File: src/rtl/period_sequencer_pkg.sv
// Shared types and constants for the period sequencer.
//   state_t    : sequencer state (IDLE = no active period, RUN = period loaded)
//   MIN_PERIOD : smallest period value the downstream counter can run with,
//                and the value reset_value holds out of reset
package period_sequencer_pkg;

  typedef enum logic {
    IDLE = 1'b0,
    RUN  = 1'b1
  } state_t;

  localparam int unsigned MIN_PERIOD = 2;

endpackage

File: src/rtl/period_sequencer_fifo.sv
// period_fifo: small synchronous FIFO holding queued period values.
// Ports:
//   clk, rst   : clock, synchronous active-high reset
//   push       : write push_data (ignored when full)
//   push_data  : value to write
//   pop        : advance the read pointer (ignored when empty)
//   head_c     : entry at the read pointer (combinational read)
//   full/empty : registered status flags
//   level      : registered number of stored entries
// When LOOP is set a pop does not consume: the read pointer walks
// circularly over the entries written so far and level never drops.
module period_fifo #(
  parameter int unsigned WIDTH = 4,
  parameter int unsigned DEPTH = 4,
  parameter bit          LOOP  = 1'b0
) (
  input  logic                       clk,
  input  logic                       rst,
  input  logic                       push,
  input  logic [WIDTH-1:0]           push_data,
  input  logic                       pop,
  output logic [WIDTH-1:0]           head_c,
  output logic                       full,
  output logic                       empty,
  output logic [$clog2(DEPTH):0]     level
);

  localparam int unsigned PTR_W = $clog2(DEPTH);
  localparam int unsigned LVL_W = PTR_W + 1;

  logic [WIDTH-1:0] mem [DEPTH];
  logic [PTR_W-1:0] wr_ptr;
  logic [PTR_W-1:0] rd_ptr;
  logic [LVL_W-1:0] level_next;
  logic [PTR_W-1:0] rd_ptr_next;
  logic             do_push;
  logic             do_pop;

  assign do_push = push && !full;
  assign do_pop  = pop && !empty;
  assign head_c  = mem[rd_ptr];

  // Next occupancy and read pointer; loop mode keeps entries and wraps
  // the read pointer at the (post-push) number of written entries.
  always_comb begin
    level_next  = level;
    rd_ptr_next = rd_ptr;
    if (do_push) begin
      level_next = level_next + LVL_W'(1);
    end
    if (do_pop) begin
      if (LOOP) begin
        if ((LVL_W'(rd_ptr) + LVL_W'(1)) >= level_next) begin
          rd_ptr_next = '0;
        end else begin
          rd_ptr_next = PTR_W'(rd_ptr + PTR_W'(1));
        end
      end else begin
        level_next  = level_next - LVL_W'(1);
        rd_ptr_next = PTR_W'(rd_ptr + PTR_W'(1));
      end
    end
  end

  // Storage array, no reset needed.
  always_ff @(posedge clk) begin
    if (do_push) begin
      mem[wr_ptr] <= push_data;
    end
  end

  // Pointers, level and flags.
  always_ff @(posedge clk) begin
    if (rst) begin
      wr_ptr <= '0;
      rd_ptr <= '0;
      level  <= '0;
      full   <= 1'b0;
      empty  <= 1'b1;
    end else begin
      if (do_push) begin
        wr_ptr <= PTR_W'(wr_ptr + PTR_W'(1));
      end
      rd_ptr <= rd_ptr_next;
      level  <= level_next;
      full   <= (level_next == LVL_W'(DEPTH));
      empty  <= (level_next == '0);
    end
  end

endmodule

File: src/rtl/period_sequencer.sv
// period_sequencer: feeds a downstream counter with period values taken
// from a small FIFO and paces increment pulses from a pending-tick count.
// Ports:
//   clk, rst      : clock, synchronous active-high reset
//   tick_in       : request for one downstream increment
//   period_in     : period value to enqueue (values below 2 are rejected)
//   period_valid  : write request; accepted when period_ready is high
//   period_ready  : FIFO can accept a write
//   cnt_ready     : downstream counter can take an enable
//   cnt_strobe    : downstream terminal-count strobe (period finished)
//   enable        : increment pulse, never on two consecutive cycles
//   reset_value   : active period presented to the downstream counter
//   busy          : a period is active (state RUN)
//   err_overflow  : sticky, a tick was dropped at pending saturation
//   err_period    : sticky, a write with period_in < 2 was rejected
// Build option: define PERIOD_SEQ_LOOP_EN to replay the queued periods
// circularly; writes are then only accepted while IDLE.
module period_sequencer
  import period_sequencer_pkg::*;
#(
  parameter int unsigned WIDTH  = 4,
  parameter int unsigned DEPTH  = 4,
  parameter int unsigned PEND_W = 4
) (
  input  logic             clk,
  input  logic             rst,
  input  logic             tick_in,
  input  logic [WIDTH-1:0] period_in,
  input  logic             period_valid,
  output logic             period_ready,
  input  logic             cnt_ready,
  input  logic             cnt_strobe,
  output logic             enable,
  output logic [WIDTH-1:0] reset_value,
  output logic             busy,
  output logic             err_overflow,
  output logic             err_period
);

  localparam int unsigned LVL_W = $clog2(DEPTH) + 1;
  localparam logic [PEND_W-1:0] PEND_MAX = '1;

`ifdef PERIOD_SEQ_LOOP_EN
  localparam bit LOOP_EN = 1'b1;
`else
  localparam bit LOOP_EN = 1'b0;
`endif

  state_t            state;
  logic [PEND_W-1:0] pending;
  logic              fifo_full;
  logic              fifo_empty;
  logic [LVL_W-1:0]  fifo_level;
  logic [WIDTH-1:0]  head;
  logic              period_ok;
  logic              push;
  logic              pop;
  logic              strobe_take;
  logic              issue;

`ifdef PERIOD_SEQ_LOOP_EN
  assign period_ready = !fifo_full && (state == IDLE);
`else
  assign period_ready = !fifo_full;
`endif

  assign period_ok = (period_in >= WIDTH'(MIN_PERIOD));
  assign push      = period_valid && period_ready && period_ok;

  // A strobe is acted on only while enable is low, so reset_value never
  // changes under an increment that is in flight.
  assign strobe_take = (state == RUN) && cnt_strobe && !enable;

  // Load on IDLE->RUN, or reload on a strobe when another period is queued.
  assign pop = !fifo_empty && ((state == IDLE) || strobe_take);

  // Issue an increment; the strobe/reload edge is kept free of enables.
  assign issue = (state == RUN) && (pending != '0) && cnt_ready &&
                 !enable && !strobe_take;

  period_fifo #(
    .WIDTH (WIDTH),
    .DEPTH (DEPTH),
    .LOOP  (LOOP_EN)
  ) u_fifo (
    .clk       (clk),
    .rst       (rst),
    .push      (push),
    .push_data (period_in),
    .pop       (pop),
    .head_c    (head),
    .full      (fifo_full),
    .empty     (fifo_empty),
    .level     (fifo_level)
  );

  // Sequencer FSM, pending counter and registered outputs.
  always_ff @(posedge clk) begin
    if (rst) begin
      state        <= IDLE;
      busy         <= 1'b0;
      pending      <= '0;
      enable       <= 1'b0;
      reset_value  <= WIDTH'(MIN_PERIOD);
      err_overflow <= 1'b0;
      err_period   <= 1'b0;
    end else begin
      enable <= issue;

      // Tick and issue in the same cycle cancel out.
      if (tick_in && !issue) begin
        if (pending == PEND_MAX) begin
          err_overflow <= 1'b1;
        end else begin
          pending <= pending + PEND_W'(1);
        end
      end else if (!tick_in && issue) begin
        pending <= pending - PEND_W'(1);
      end

      if (period_valid && !period_ok) begin
        err_period <= 1'b1;
      end

      case (state)
        IDLE: begin
          if (!fifo_empty) begin
            state       <= RUN;
            busy        <= 1'b1;
            reset_value <= head;
          end
        end
        RUN: begin
          if (strobe_take) begin
            if (!fifo_empty) begin
              reset_value <= head;
            end else if (!LOOP_EN) begin
              state <= IDLE;
              busy  <= 1'b0;
            end
          end
        end
        default: begin
          state <= IDLE;
          busy  <= 1'b0;
        end
      endcase
    end
  end

  // FIFO bookkeeping sanity.
  always_ff @(posedge clk) begin
    if (!rst) begin
      assert (fifo_level <= LVL_W'(DEPTH));
      assert (fifo_empty == (fifo_level == '0));
    end
  end

endmodule

File: config.mk
export PLATFORM = sky130hd
export DESIGN_NAME = period_sequencer
export DESIGN_NICKNAME = d
export VERILOG_FILES = /design/src/rtl/period_sequencer_pkg.sv /design/src/rtl/period_sequencer_fifo.sv /design/src/rtl/period_sequencer.sv
export SDC_FILE = /design/constraint.sdc
export NUM_CORES = 1
export LEC_CHECK = 0
export BUFFER_PORTS_ARGS = -buffer_cell sky130_fd_sc_hd__clkbuf_2
export CORE_MARGIN = 5
export CORE_UTILIZATION = 36
export DETAILED_ROUTE_END_ITERATION = 10
export SETUP_SLACK_MARGIN = 0.4
export SYNTH_ARGS = -nofsm -noshare
export SYNTH_HDL_FRONTEND = slang
export SYNTH_SLANG_ARGS = --single-unit
File: constraint.sdc
create_clock -name clk -period 3.6 [get_ports clk]
set_input_delay 0.72 -clock clk [delete_from_list [all_inputs] [get_ports clk]]
set_output_delay 0.72 -clock clk [all_outputs]
set_load 0.02 [all_outputs]
==> impl_results.md <==
- Status: completed
- Worst-skew pair later-pin latency: about 290 ps
- Initial core utilization: 0.3669
- Clock Sinks: 40
- Arr. time, crit path: 3010 ps
- Relative slew slack: 0.6166
- Ys flop type: dfxtp_1
- Post-Route Setup TNS: 0 ps
- Mapped cell area: between 1500 and 2000 um2
- Post-synth EDFFs: 16
- Leading area contributor after synthesis: dfxtp_1
- Share of cells above drive strength 1: 0.2458
- Site Rows: 26
- Core footprint: roughly 5000 um2
- Final Hold Fails: 0
- Setup crit end kind: flop
- CP Cell Sequence: clkbuf_2 > or3_4 > and2_2 > mux2i_1 > ha_1 > inv_1 > a211oi_1 > xnor3_4 > nor4_1
- Layout net count: around 200
- Tot GR Track Use: 0.1036
- Final worst path period need: 2809 ps
- Crit path max fanout: 9
- HP Class: reg2reg
- Slew @ Worst Pin: ~580 ps
- Max Fclk: ~360 MHz
- Placed Area: between 2000 and 2500 um2
- Fillers: a little over 500
- Io pins: 19
- Maxcap violations: 0
- Initial DRC Count: 39
- Setup CP Type: in2reg
- Clock transition at the registers of the reported paths: about 80 ps
- CTS tree: done
- Final setup fails: 0
- DR vias/cell: approximately 4.9
- Inserted Clock Buffers: 5
- CP startpoint kind: input pin
- Diode count: 0
- ANT nets after route: 0
- Die Wd: 81.92 um
- Vias in the first global route: 1194
- 1st-pass router iterations: 4
- Sequential share of the synthesized area: 0.5161
- Top cells by area, synth: dfxtp_1 26%, edfxtp_1 26%, ha_1 5.4%, mux4_2 4.8%, a21oi_1 3.8%
- Final instance area: roughly 2100 um2
- Syn Inst Count: ~160
- Post-CTS setup buffer count: 0
- Area growth from synthesis to layout: 14.25%
- DR DRC count: 0
- DP HPWL: 2300 um
- Worst IR Drop VDD: 0.2978 mV
- Pwr dens: 681.0 nW/um2
- Root buf cell: clkbuf_8
- Antenna violations before repair: 0
- Post-synthesis async set-or-reset flop share: 0
- CTS Buffer Depth: 2
- Worst path slowest cell: or3_4
- Netlist cell types: 48
- Final Max Tran Viols: 0
- Post-synth top area share: 0.2581
- Post-CTS resize count: 0
- #FFs+latches synth: 40
- Vias: between 1000 and 1500
- Critical Path Max Stage Delay: approximately 440 ps
- Layout Skew: 5.847 ps
- Static leakage: roughly 0.00085 uW
- Syn_area_per_cell: about 12 um2
- Post-CTS Hold Buffers: 0
- Net Count, Synth: roughly 180
- PortBufs: 18
- Synth warn: 0
- H-tree lvl count: 2
- Grt ovf: 0
- Routability cong.: between 0.7 and 0.8
- First-pass GRT wire length: ~5300 um
- WL per Instance: 12.50 um
- Largest net degree at the start of global routing: 23
- Total die area: 6710 um2
- Req. time, crit path: about 3800 ps
- Final WL: ~3100 um
- Fin crit share: 0.7802
- RSZ-0062 raised after global routing: no
- DIE HEIGHT: roughly 82 um
[placed cells by master (no fill, tap or decap), drive strengths merged, types with 3 or more instances in the layout]
| master | count |
|---|---|
| dfxtp | 24 |
| clkbuf | 23 |
| edfxtp | 16 |
| a21oi | 14 |
| nand2 | 14 |
| nor2 | 13 |
| inv | 10 |
| ha | 8 |
| and3 | 6 |
| mux4 | 4 |
| xnor2 | 3 |
| mux2i | 3 |
| o21ai | 3 |
| or3 | 3 |
[cell families (layout without fill, tap and decap cells)]
family                     Yosys count  count (layout)  share of synthesized area
and+or+nand+nor                     51              51                     0.1552
DFF                                 40              40                     0.5161
AOI/OAI and AO/OA                   28              28                    0.09678
buffers and inverters               14              35                    0.03293
adders and majority gates            9               9                    0.06452
muxes                                9               9                    0.07661
xor gates and xnor gates             7               7                    0.05780
[report_power, final]
group	switching (uW)	internal, uW
sequential	76.1	561
clock	165	209
combinational	216	222
[worst max-delay path: cells and delay by family]
family / cells / cell delay (ps)
AOI/OAI and AO/OA: 1 / 310
xor gates and xnor gates: 1 / 390
muxes: 1 / 260
adders and majority gates: 1 / 190
buffers and inverters: 2 / 170
and+or+nand+nor: 3 / 960
[layer usage]
metal / share of wire / routed length [um] / up-vias / global-route usage
met5: 0 / 0 / - / 0
met4: 0.0093 / 29 / 0 / 0.02990
met3: 0.051 / 158 / 6 / 0.03289
met2: 0.46 / 1436 / 26 / 0.1777
met1: 0.48 / 1489 / 587 / 0.1240
li1: - / - / 609 / -
[layout make-up]
class / count / area (um2) / area share
clock inverter: 3 / 46.29 / 0.02176
inverter: 9 / 33.78 / 0.01588
sequential: 40 / 960.9 / 0.4518
multi-input combinational: 104 / 839.6 / 0.3947
tap: 70 / 87.58 / 0.04118
clock buffer: 5 / 68.82 / 0.03235
timing repair buffer: 18 / 90.09 / 0.04235
[Yosys cell counts (2+ instances only)]
| cell | instances |
|---|---|
| dfxtp_1 | 24 |
| edfxtp_1 | 16 |
| a21oi_1 | 14 |
| nand2_1 | 14 |
| nor2_1 | 13 |
| inv_1 | 9 |
| ha_1 | 8 |
| and3_2 | 4 |
| mux4_2 | 4 |
| mux2i_1 | 3 |
| o21ai_0 | 3 |
| xnor2_1 | 3 |
| a211oi_1 | 2 |
| a221oi_1 | 2 |
| clkbuf_1 | 2 |
| mux2_2 | 2 |
| nand3_1 | 2 |
| nor2b_1 | 2 |
| or3_1 | 2 |
[registers in the layout (all words and copies together), names as in the netlist, 2 cells and up, named ones only]
name           flops
reset_value        4
u_fifo.wr_ptr      2
u_fifo.rd_ptr      2
u_fifo.mem        16
pending            4
u_fifo.level       3
[per-stage QoR]
step | power [uW] | worst slack [ps] | cells | util | hold WS (ps)
after floorplan | 984.6 | 695.1 | 158 | - | 459.7
after global placement | 1086 | 611.7 | 241 | 0.3965 | 447.1
after detailed placement | 1089 | 472.1 | 241 | 0.3965 | 452.8
after CTS | 1466 | 749.0 | 249 | 0.4191 | 464.8
after global routing | 1549 | 575.5 | 249 | 0.4191 | 492.0
final | 1449 | 791.3 | 249 | 0.4191 | 463.1
[path summary, 6_finish.rpt]
path / startpoint / end / slack, ps / cells after the start
worst min register to register: reset_value[2] / reset_value[2] / 460 / 2
worst max register to register: pending[1] / pending[3] / 1010 / 8
worst max-delay path: period_in[3] / u_fifo.full / 790 / 9
worst min-delay path: reset_value[2] / reset_value[2] / 460 / 2
(Power assumes the default switching activity.)
